[src/rtl/multiport_regfile_pkg.sv]
`default_nettype none
// ============================================================================
//  Module      : multiport_regfile_pkg
//  Description : Shared NPC core constants (register width, register count,
//                register-address width). Decode, writeback and the register
//                file all take their defaults from here.
//  Revision    : 1.0  initial release
// ============================================================================
package multiport_regfile_pkg;

    localparam int NPC_XLEN    = 32;
    localparam int NPC_REG_NUM = 32;
    localparam int NPC_REG_AW  = 5;

endpackage : multiport_regfile_pkg
`default_nettype wire

[src/rtl/multiport_regfile_if.sv]
`default_nettype none
// ============================================================================
//  Module      : multiport_regfile_if
//  Description : Bus bundle between the core (decode / writeback / difftest)
//                and the register file.
//                  raddr/rdata/rbusy          : NR read ports
//                  wen/waddr/wdata/wclr       : NW write ports
//                  iss_valid/iss_rd           : issue-time busy marking
//                  dbg_addr/dbg_data          : architectural debug read
//                master = core side, slave = register file side.
//  Revision    : 1.0  initial release
// ============================================================================
interface multiport_regfile_if
    import multiport_regfile_pkg::*;
#(
    parameter int DATA_WIDTH = NPC_XLEN,
    parameter int REG_NUM    = NPC_REG_NUM,
    parameter int NR         = 2,
    parameter int NW         = 1
);
    localparam int AW = $clog2(REG_NUM);

    logic [NR*AW-1:0]         raddr;
    logic [NR*DATA_WIDTH-1:0] rdata;
    logic [NR-1:0]            rbusy;
    logic [NW-1:0]            wen;
    logic [NW*AW-1:0]         waddr;
    logic [NW*DATA_WIDTH-1:0] wdata;
    logic [NW-1:0]            wclr;
    logic                     iss_valid;
    logic [AW-1:0]            iss_rd;
    logic [AW-1:0]            dbg_addr;
    logic [DATA_WIDTH-1:0]    dbg_data;

    modport master (
        output raddr, wen, waddr, wdata, wclr, iss_valid, iss_rd, dbg_addr,
        input  rdata, rbusy, dbg_data
    );

    modport slave (
        input  raddr, wen, waddr, wdata, wclr, iss_valid, iss_rd, dbg_addr,
        output rdata, rbusy, dbg_data
    );

endinterface : multiport_regfile_if
`default_nettype wire

[src/rtl/multiport_regfile_scoreboard.sv]
`default_nettype none
// ============================================================================
//  Module      : multiport_regfile_scoreboard
//  Description : Per-register busy tracking for the register file. A register
//                goes busy the cycle after it is issued as a destination and
//                is cleared by a write carrying wclr. Issue beats clear when
//                both hit the same register (the issue is the newer producer).
//                The read-side lookup forwards a same-cycle clear.
//  Ports       : clk, rst        clock, async active-high reset
//                i_raddr         NR packed read addresses
//                i_wen/i_waddr/i_wclr  write port controls
//                i_iss_valid/i_iss_rd  issue destination
//                o_rbusy         busy flag per read port
//  Revision    : 1.0  initial release
// ============================================================================
module multiport_regfile_scoreboard
    import multiport_regfile_pkg::*;
#(
    parameter int REG_NUM  = NPC_REG_NUM,
    parameter int NR       = 2,
    parameter int NW       = 1,
    parameter int ZERO_REG = 1
) (
    input  wire logic                         clk,
    input  wire logic                         rst,
    input  wire logic [NR*$clog2(REG_NUM)-1:0] i_raddr,
    input  wire logic [NW-1:0]                i_wen,
    input  wire logic [NW*$clog2(REG_NUM)-1:0] i_waddr,
    input  wire logic [NW-1:0]                i_wclr,
    input  wire logic                         i_iss_valid,
    input  wire logic [$clog2(REG_NUM)-1:0]   i_iss_rd,
    output logic      [NR-1:0]                o_rbusy
);
    localparam int AW = $clog2(REG_NUM);

    logic [REG_NUM-1:0] r_busy;
    logic [REG_NUM-1:0] w_set_hit;
    logic [REG_NUM-1:0] w_clr_hit;
    logic [AW-1:0]      w_rd_addr;

    // Register 0 is excluded from both masks when hardwired, so it can never
    // become busy.
    always_comb begin
        w_set_hit = '0;
        w_clr_hit = '0;
        if (i_iss_valid && !(ZERO_REG != 0 && i_iss_rd == '0)) begin
            w_set_hit[i_iss_rd] = 1'b1;
        end
        for (int j = 0; j < NW; j++) begin
            if (i_wen[j] && i_wclr[j] &&
                !(ZERO_REG != 0 && i_waddr[j*AW +: AW] == '0)) begin
                w_clr_hit[i_waddr[j*AW +: AW]] = 1'b1;
            end
        end
    end

    always_ff @(posedge clk or posedge rst) begin
        if (rst) begin
            r_busy <= '0;
        end else begin
            r_busy <= (r_busy & ~w_clr_hit) | w_set_hit;
        end
    end

    // Forward a same-cycle clear so hazard checks agree with the data bypass;
    // a same-cycle issue is deliberately not visible until the next cycle.
    always_comb begin
        o_rbusy   = '0;
        w_rd_addr = '0;
        for (int i = 0; i < NR; i++) begin
            w_rd_addr  = i_raddr[i*AW +: AW];
            o_rbusy[i] = r_busy[w_rd_addr] & ~w_clr_hit[w_rd_addr];
        end
    end

endmodule : multiport_regfile_scoreboard
`default_nettype wire

[src/rtl/multiport_regfile.sv]
`default_nettype none
// ============================================================================
//  Module      : multiport_regfile
//  Description : Parametrised NPC GPR file with NR combinational read ports,
//                NW write ports, same-cycle write-to-read bypass, optional
//                hardwired x0, a busy scoreboard and an architectural debug
//                read port (no bypass).
//  Ports       : clk   rising-edge clock
//                rst   async active-high reset; clears storage and busy bits
//                      and forces all read outputs to zero while held
//                bus   multiport_regfile_if.slave (read/write/issue/debug)
//  Revision    : 1.0  initial release
// ============================================================================
module multiport_regfile
    import multiport_regfile_pkg::*;
#(
    parameter int DATA_WIDTH = NPC_XLEN,
    parameter int REG_NUM    = NPC_REG_NUM,
    parameter int NR         = 2,
    parameter int NW         = 1,
    parameter int ZERO_REG   = 1
) (
    input wire logic          clk,
    input wire logic          rst,
    multiport_regfile_if.slave bus
);
    localparam int AW = $clog2(REG_NUM);

    logic [DATA_WIDTH-1:0]    r_regs [REG_NUM];
    logic [NR*DATA_WIDTH-1:0] w_rdata;
    logic [AW-1:0]            w_rd_addr;
    logic [DATA_WIDTH-1:0]    w_rd_val;
    logic [DATA_WIDTH-1:0]    w_dbg_data;

    // Later ports are assigned last, so the highest-numbered port wins an
    // address conflict.
    always_ff @(posedge clk or posedge rst) begin
        if (rst) begin
            for (int k = 0; k < REG_NUM; k++) begin
                r_regs[k] <= '0;
            end
        end else begin
            for (int j = 0; j < NW; j++) begin
                if (bus.wen[j] && !(ZERO_REG != 0 && bus.waddr[j*AW +: AW] == '0)) begin
                    r_regs[bus.waddr[j*AW +: AW]] <= bus.wdata[j*DATA_WIDTH +: DATA_WIDTH];
                end
            end
        end
    end

    // Read mux: stored value, overridden by the highest matching write port,
    // overridden by the hardwired zero, overridden by reset.
    always_comb begin
        w_rdata   = '0;
        w_rd_addr = '0;
        w_rd_val  = '0;
        for (int i = 0; i < NR; i++) begin
            w_rd_addr = bus.raddr[i*AW +: AW];
            w_rd_val  = r_regs[w_rd_addr];
            for (int j = 0; j < NW; j++) begin
                if (bus.wen[j] && bus.waddr[j*AW +: AW] == w_rd_addr) begin
                    w_rd_val = bus.wdata[j*DATA_WIDTH +: DATA_WIDTH];
                end
            end
            if ((ZERO_REG != 0 && w_rd_addr == '0) || rst) begin
                w_rd_val = '0;
            end
            w_rdata[i*DATA_WIDTH +: DATA_WIDTH] = w_rd_val;
        end
    end

    always_comb begin
        w_dbg_data = r_regs[bus.dbg_addr];
        if ((ZERO_REG != 0 && bus.dbg_addr == '0) || rst) begin
            w_dbg_data = '0;
        end
    end

    multiport_regfile_scoreboard #(
        .REG_NUM  (REG_NUM),
        .NR       (NR),
        .NW       (NW),
        .ZERO_REG (ZERO_REG)
    ) u_scoreboard (
        .clk         (clk),
        .rst         (rst),
        .i_raddr     (bus.raddr),
        .i_wen       (bus.wen),
        .i_waddr     (bus.waddr),
        .i_wclr      (bus.wclr),
        .i_iss_valid (bus.iss_valid),
        .i_iss_rd    (bus.iss_rd),
        .o_rbusy     (bus.rbusy)
    );

    assign bus.rdata    = w_rdata;
    assign bus.dbg_data = w_dbg_data;

endmodule : multiport_regfile
`default_nettype wire
[src/flat_wrapper.sv]
// flat-port wrapper written by rule: the top's interface ports become plain ports
module multiport_regfile_flat import multiport_regfile_pkg::*;
#(
    parameter int DATA_WIDTH = NPC_XLEN,
    parameter int REG_NUM    = NPC_REG_NUM,
    parameter int NR         = 2,
    parameter int NW         = 1,
    parameter int ZERO_REG   = 1
)
  (clk, rst, bus_raddr, bus_wen, bus_waddr, bus_wdata, bus_wclr, bus_iss_valid, bus_iss_rd, bus_dbg_addr, bus_rdata, bus_rbusy, bus_dbg_data);
  multiport_regfile_if #(.DATA_WIDTH(DATA_WIDTH), .REG_NUM(REG_NUM), .NR(NR), .NW(NW)) bus_i ();
  input wire logic clk;
  input wire logic rst;
  input wire logic [$bits(bus_i.raddr)-1:0] bus_raddr;
  input wire logic [$bits(bus_i.wen)-1:0] bus_wen;
  input wire logic [$bits(bus_i.waddr)-1:0] bus_waddr;
  input wire logic [$bits(bus_i.wdata)-1:0] bus_wdata;
  input wire logic [$bits(bus_i.wclr)-1:0] bus_wclr;
  input wire logic [$bits(bus_i.iss_valid)-1:0] bus_iss_valid;
  input wire logic [$bits(bus_i.iss_rd)-1:0] bus_iss_rd;
  input wire logic [$bits(bus_i.dbg_addr)-1:0] bus_dbg_addr;
  output wire logic [$bits(bus_i.rdata)-1:0] bus_rdata;
  output wire logic [$bits(bus_i.rbusy)-1:0] bus_rbusy;
  output wire logic [$bits(bus_i.dbg_data)-1:0] bus_dbg_data;
  assign bus_i.raddr = bus_raddr;
  assign bus_i.wen = bus_wen;
  assign bus_i.waddr = bus_waddr;
  assign bus_i.wdata = bus_wdata;
  assign bus_i.wclr = bus_wclr;
  assign bus_i.iss_valid = bus_iss_valid;
  assign bus_i.iss_rd = bus_iss_rd;
  assign bus_i.dbg_addr = bus_dbg_addr;
  assign bus_rdata = bus_i.rdata;
  assign bus_rbusy = bus_i.rbusy;
  assign bus_dbg_data = bus_i.dbg_data;
  multiport_regfile #(.DATA_WIDTH(DATA_WIDTH), .REG_NUM(REG_NUM), .NR(NR), .NW(NW), .ZERO_REG(ZERO_REG)) u_core (.clk(clk), .rst(rst), .bus(bus_i));
endmodule
[config.mk]
export PLATFORM = sky130hd
export DESIGN_NAME = multiport_regfile_flat
export DESIGN_NICKNAME = d
export VERILOG_FILES = /design/src/rtl/multiport_regfile_pkg.sv /design/src/rtl/multiport_regfile_if.sv /design/src/rtl/multiport_regfile_scoreboard.sv /design/src/rtl/multiport_regfile.sv /design/src/flat_wrapper.sv
export SDC_FILE = /design/constraint.sdc
export NUM_CORES = 2
export LEC_CHECK = 0
export BUFFER_PORTS_ARGS = -buffer_cell sky130_fd_sc_hd__buf_2
export CAP_MARGIN = 20
export CORE_AREA = 2 2 412 414
export CTS_CLUSTER_SIZE = 8
export DETAILED_ROUTE_END_ITERATION = 16
export DIE_AREA = 0 0 414 416
export GPL_TIMING_DRIVEN = 0
export PLACE_DENSITY = 0.51
export SLEW_MARGIN = 30
export SYNTH_ARGS = -nofsm -noshare
export SYNTH_HDL_FRONTEND = slang
export SYNTH_SLANG_ARGS = --single-unit
export TNS_END_PERCENT = 30
[constraint.sdc]
create_clock -name clk -period 34.5 [get_ports clk]
set_input_delay 1.725 -clock clk [delete_from_list [all_inputs] [get_ports clk]]
set_output_delay 1.725 -clock clk [all_outputs]
set_load 0.005 [all_outputs]
==> flow_summary.toml <==
[routing]
vias = 51700
viasPerCell = 7.23
drtAntennaViolNets = 0
dr.pass1.iters = 6
drtIter0Drc = 8007
drc_errors = 0
wl_per_cell_um = 47.3
wl_um = 338000

[cells_and_area]
fin_nets = 4945
final_common_cell = "dfrtp_1"
drive_gt1_share_pct = 49.3
area_delta_synth_final_pct = 14.8
final_cell_mix = "dfrtp_1, mux2_2, mux4_2, buf_2, mux2i_1"
final_core_util_pct = 44.4
fillerInstances = 15300

[clock_network]
cts_hold_buf = 0
cts_buffers = 151
insertion_delay_ns = 0.79
post-cts-setup-buffers = 0
htree_levels = 4
post_cts_resize_count = 0
cts.sink_count = 1056
root_buffer = "clkbuf_16"
clk_pin_slew_ns = 0.05
clock_path_buffers = 3
cts_tree = "done"

[floorplan]
die_w_um = 414
start_util_pct = 38.7
ios = 160
die_y_um = 416
rows = 151
dieArea_um2 = 172000
core_um2 = 168000

[place]
dpl.hpwl_um = 236000
gp_congestion = 0.997
pre_cts_ws_ns = 27.20
port_buffers = 149

[global_routing]
antenna_found_initial = 27
grt_start_max_net_pins = 89
grt_pass1_vias = 49400
gr-usage-all-layers_pct = 38.8
grt_first_pass_wirelength_um = 449000
gr-total-overflow = 0

[synthesis]
async_flop_share_pct = 100
synth_ff_type = "dfrtp_1"
synth-edff-count = 0
synth-seq-cells = 1056
syn-instance-count = 4516
synth_warnings = 0
synth_nets = 4578
synth-seq-area-share_pct = 40.6
syn-cell-area_um2 = 65100
synth_area_per_cell_um2 = 14.4
synth.distinct_cells = 60

[timing]
timing.final.crit_share_pct = 22.2
slew_violations = 0
hold_ws_ns = 0.498
finalHoldViolCount = 0
max_slew_margin_pct = 18.4
setup_viol_count_final = 0
tightest_slew_ns = 1.21
tns_ns = 0
fin_crit_ns = 7.68
rsz0062_at_grt = "no"
skew_ns = 0
fin_ws_ns = 26.82
fmax_mhz = 130

[power]
seqPwrFrac_pct = 40.6
intPower_mw = 2.87
p_leak_nw = 31.6
p_switching_mw = 1.34
cellPowerDensity_nw_per_um2 = 56.4
irDropWorstVdd_v = 0.0000514
p_total_mw = 4.22
pwr-share-comb_pct = 26.0
clock_power_share_pct = 33.4
switching_share_pct = 31.9

[worst_setup_path]
crit_type = "in -> out"
startpoint_type = "input port"
cp_slowest_cell = "buf_2"
cp_common_cell = "buf_2"
cpPeakStageDelay_ns = 0.95
crit_required_ns = 32.78
arrival_ns = 5.95
crit_fanout = 10
end_kind = "output port"
path_cells = "buf_2 > buf_2 > buf_2 > buf_2 > mux4_2 > a221oi_1 > o221ai_1 > buf_2"
crit_family = "buffers and inverters"
critPathBufInv = 5

[outcome]
status = "completed"

[job]
cap_violations = 0

[min_path]
min_path_type = "reg -> reg"
registers in the layout (all words and copies together) (netlist names):
signal	flops
u_core.r_regs	1024
u_core.u_scoreboard.r_busy	32
cell families (layout without fill, tap and decap cells):
kind of cell	count (synthesis)	in the layout	synth area share, %
other	0	19	0
buffers and inverters	576	969	3.73
muxes	2010	2010	46.6
xor gates and xnor gates	10	10	0.135
and+or+nand+nor	308	308	2.50
AOI/OAI and AO/OA	556	556	6.39
DFF	1056	1056	40.6
synthesized netlist by cell type, types with 3 or more instances:
library cell	count	area share [%]
nor4_1	3	0.029
xor2_1	5	0.067
or3_1	32	0.31
buf_1	64	0.37
xnor2_1	5	0.067
mux2i_1	297	4.6
nand4b_1	5	0.067
nor3b_1	3	0.035
inv_1	33	0.19
mux2_1	34	0.59
o31ai_1	36	0.42
nand2_1	102	0.59
o22ai_1	66	0.63
or2_2	4	0.038
a22oi_1	4	0.046
nor2b_1	78	0.75
a211oi_1	66	0.76
buf_2	160	1.2
a31oi_1	5	0.048
a211o_1	34	0.46
o211ai_1	4	0.046
a221oi_1	28	0.38
nor3_1	6	0.046
nand3_1	14	0.11
buf_6	7	0.12
nand2b_1	11	0.11
mux2_2	961	17
nand4_1	8	0.077
o221ai_1	158	2.1
and3_1	4	0.038
buf_4	4	0.046
a22o_1	29	0.39
dfrtp_1	1056	41
clkbuf_1	307	1.8
a32o_1	5	0.077
a21oi_1	71	0.55
o21ai_0	34	0.26
nor2_1	27	0.16
mux4_2	718	25
cell type report:
| cell class | count | area [µm²] | share of cell area (%) |
|---|---|---|---|
| sequential | 1056 | 26400 | 35.4 |
| buffer | 542 | 2520 | 3.38 |
| clock buffer | 171 | 4030 | 5.40 |
| clock inverter | 8 | 96.3 | 0.129 |
| antenna | 19 | 47.5 | 0.0636 |
| multi-input combinational | 2884 | 36300 | 48.5 |
| inverter | 34 | 135 | 0.181 |
| timing repair buffer | 214 | 2410 | 3.22 |
| tap | 2218 | 2780 | 3.71 |
metrics by stage:
step	cell area (µm²)	instances
after floorplan	65100	4516
after global placement	68600	6883
after detailed placement	70500	6948
after CTS	74700	7127
after global routing	74700	7131
final	74700	7146
metal layers:
metal / GRT usage (%) / vias up / part of all wire (%)
met5: 0.0556 / - / 0.062
met4: 26.4 / 20 / 8.1
met3: 16.3 / 1184 / 13
met2: 55.5 / 4205 / 42
met1: 47.5 / 27400 / 36
li1: - / 18800 / -
worst paths after layout:
| check | cells after the start | end | slack [ns] | startpoint |
|---|---|---|---|---|
| setup / recovery | 8 | bus_rdata[43] | 26.82 | bus_raddr[6] |
| hold / removal | 1 | u_core.u_scoreboard.r_busy[0] | 0.50 | u_core.u_scoreboard.r_busy[0] |
| setup reg to reg | 1 | u_core.r_regs[609] | 33.62 | u_core.r_regs[609] |
| hold reg to reg | 1 | u_core.u_scoreboard.r_busy[0] | 0.50 | u_core.u_scoreboard.r_busy[0] |
| max in group asynchronous | 7 | u_core.r_regs[590] | 31.03 | rst |
| min in group asynchronous | 2 | u_core.r_regs[351] | 1.12 | rst |
power groups by stage:
stage	Combinational, mW	Sequential, mW	Clock [mW]
after floorplan	0.743	1.64	0
after global placement	1.03	1.71	0
after detailed placement	1.06	1.72	0
after CTS	1.07	1.70	1.41
after global routing	1.13	1.74	1.46
final	1.10	1.71	1.41
Power figures use the tool's default switching activity.
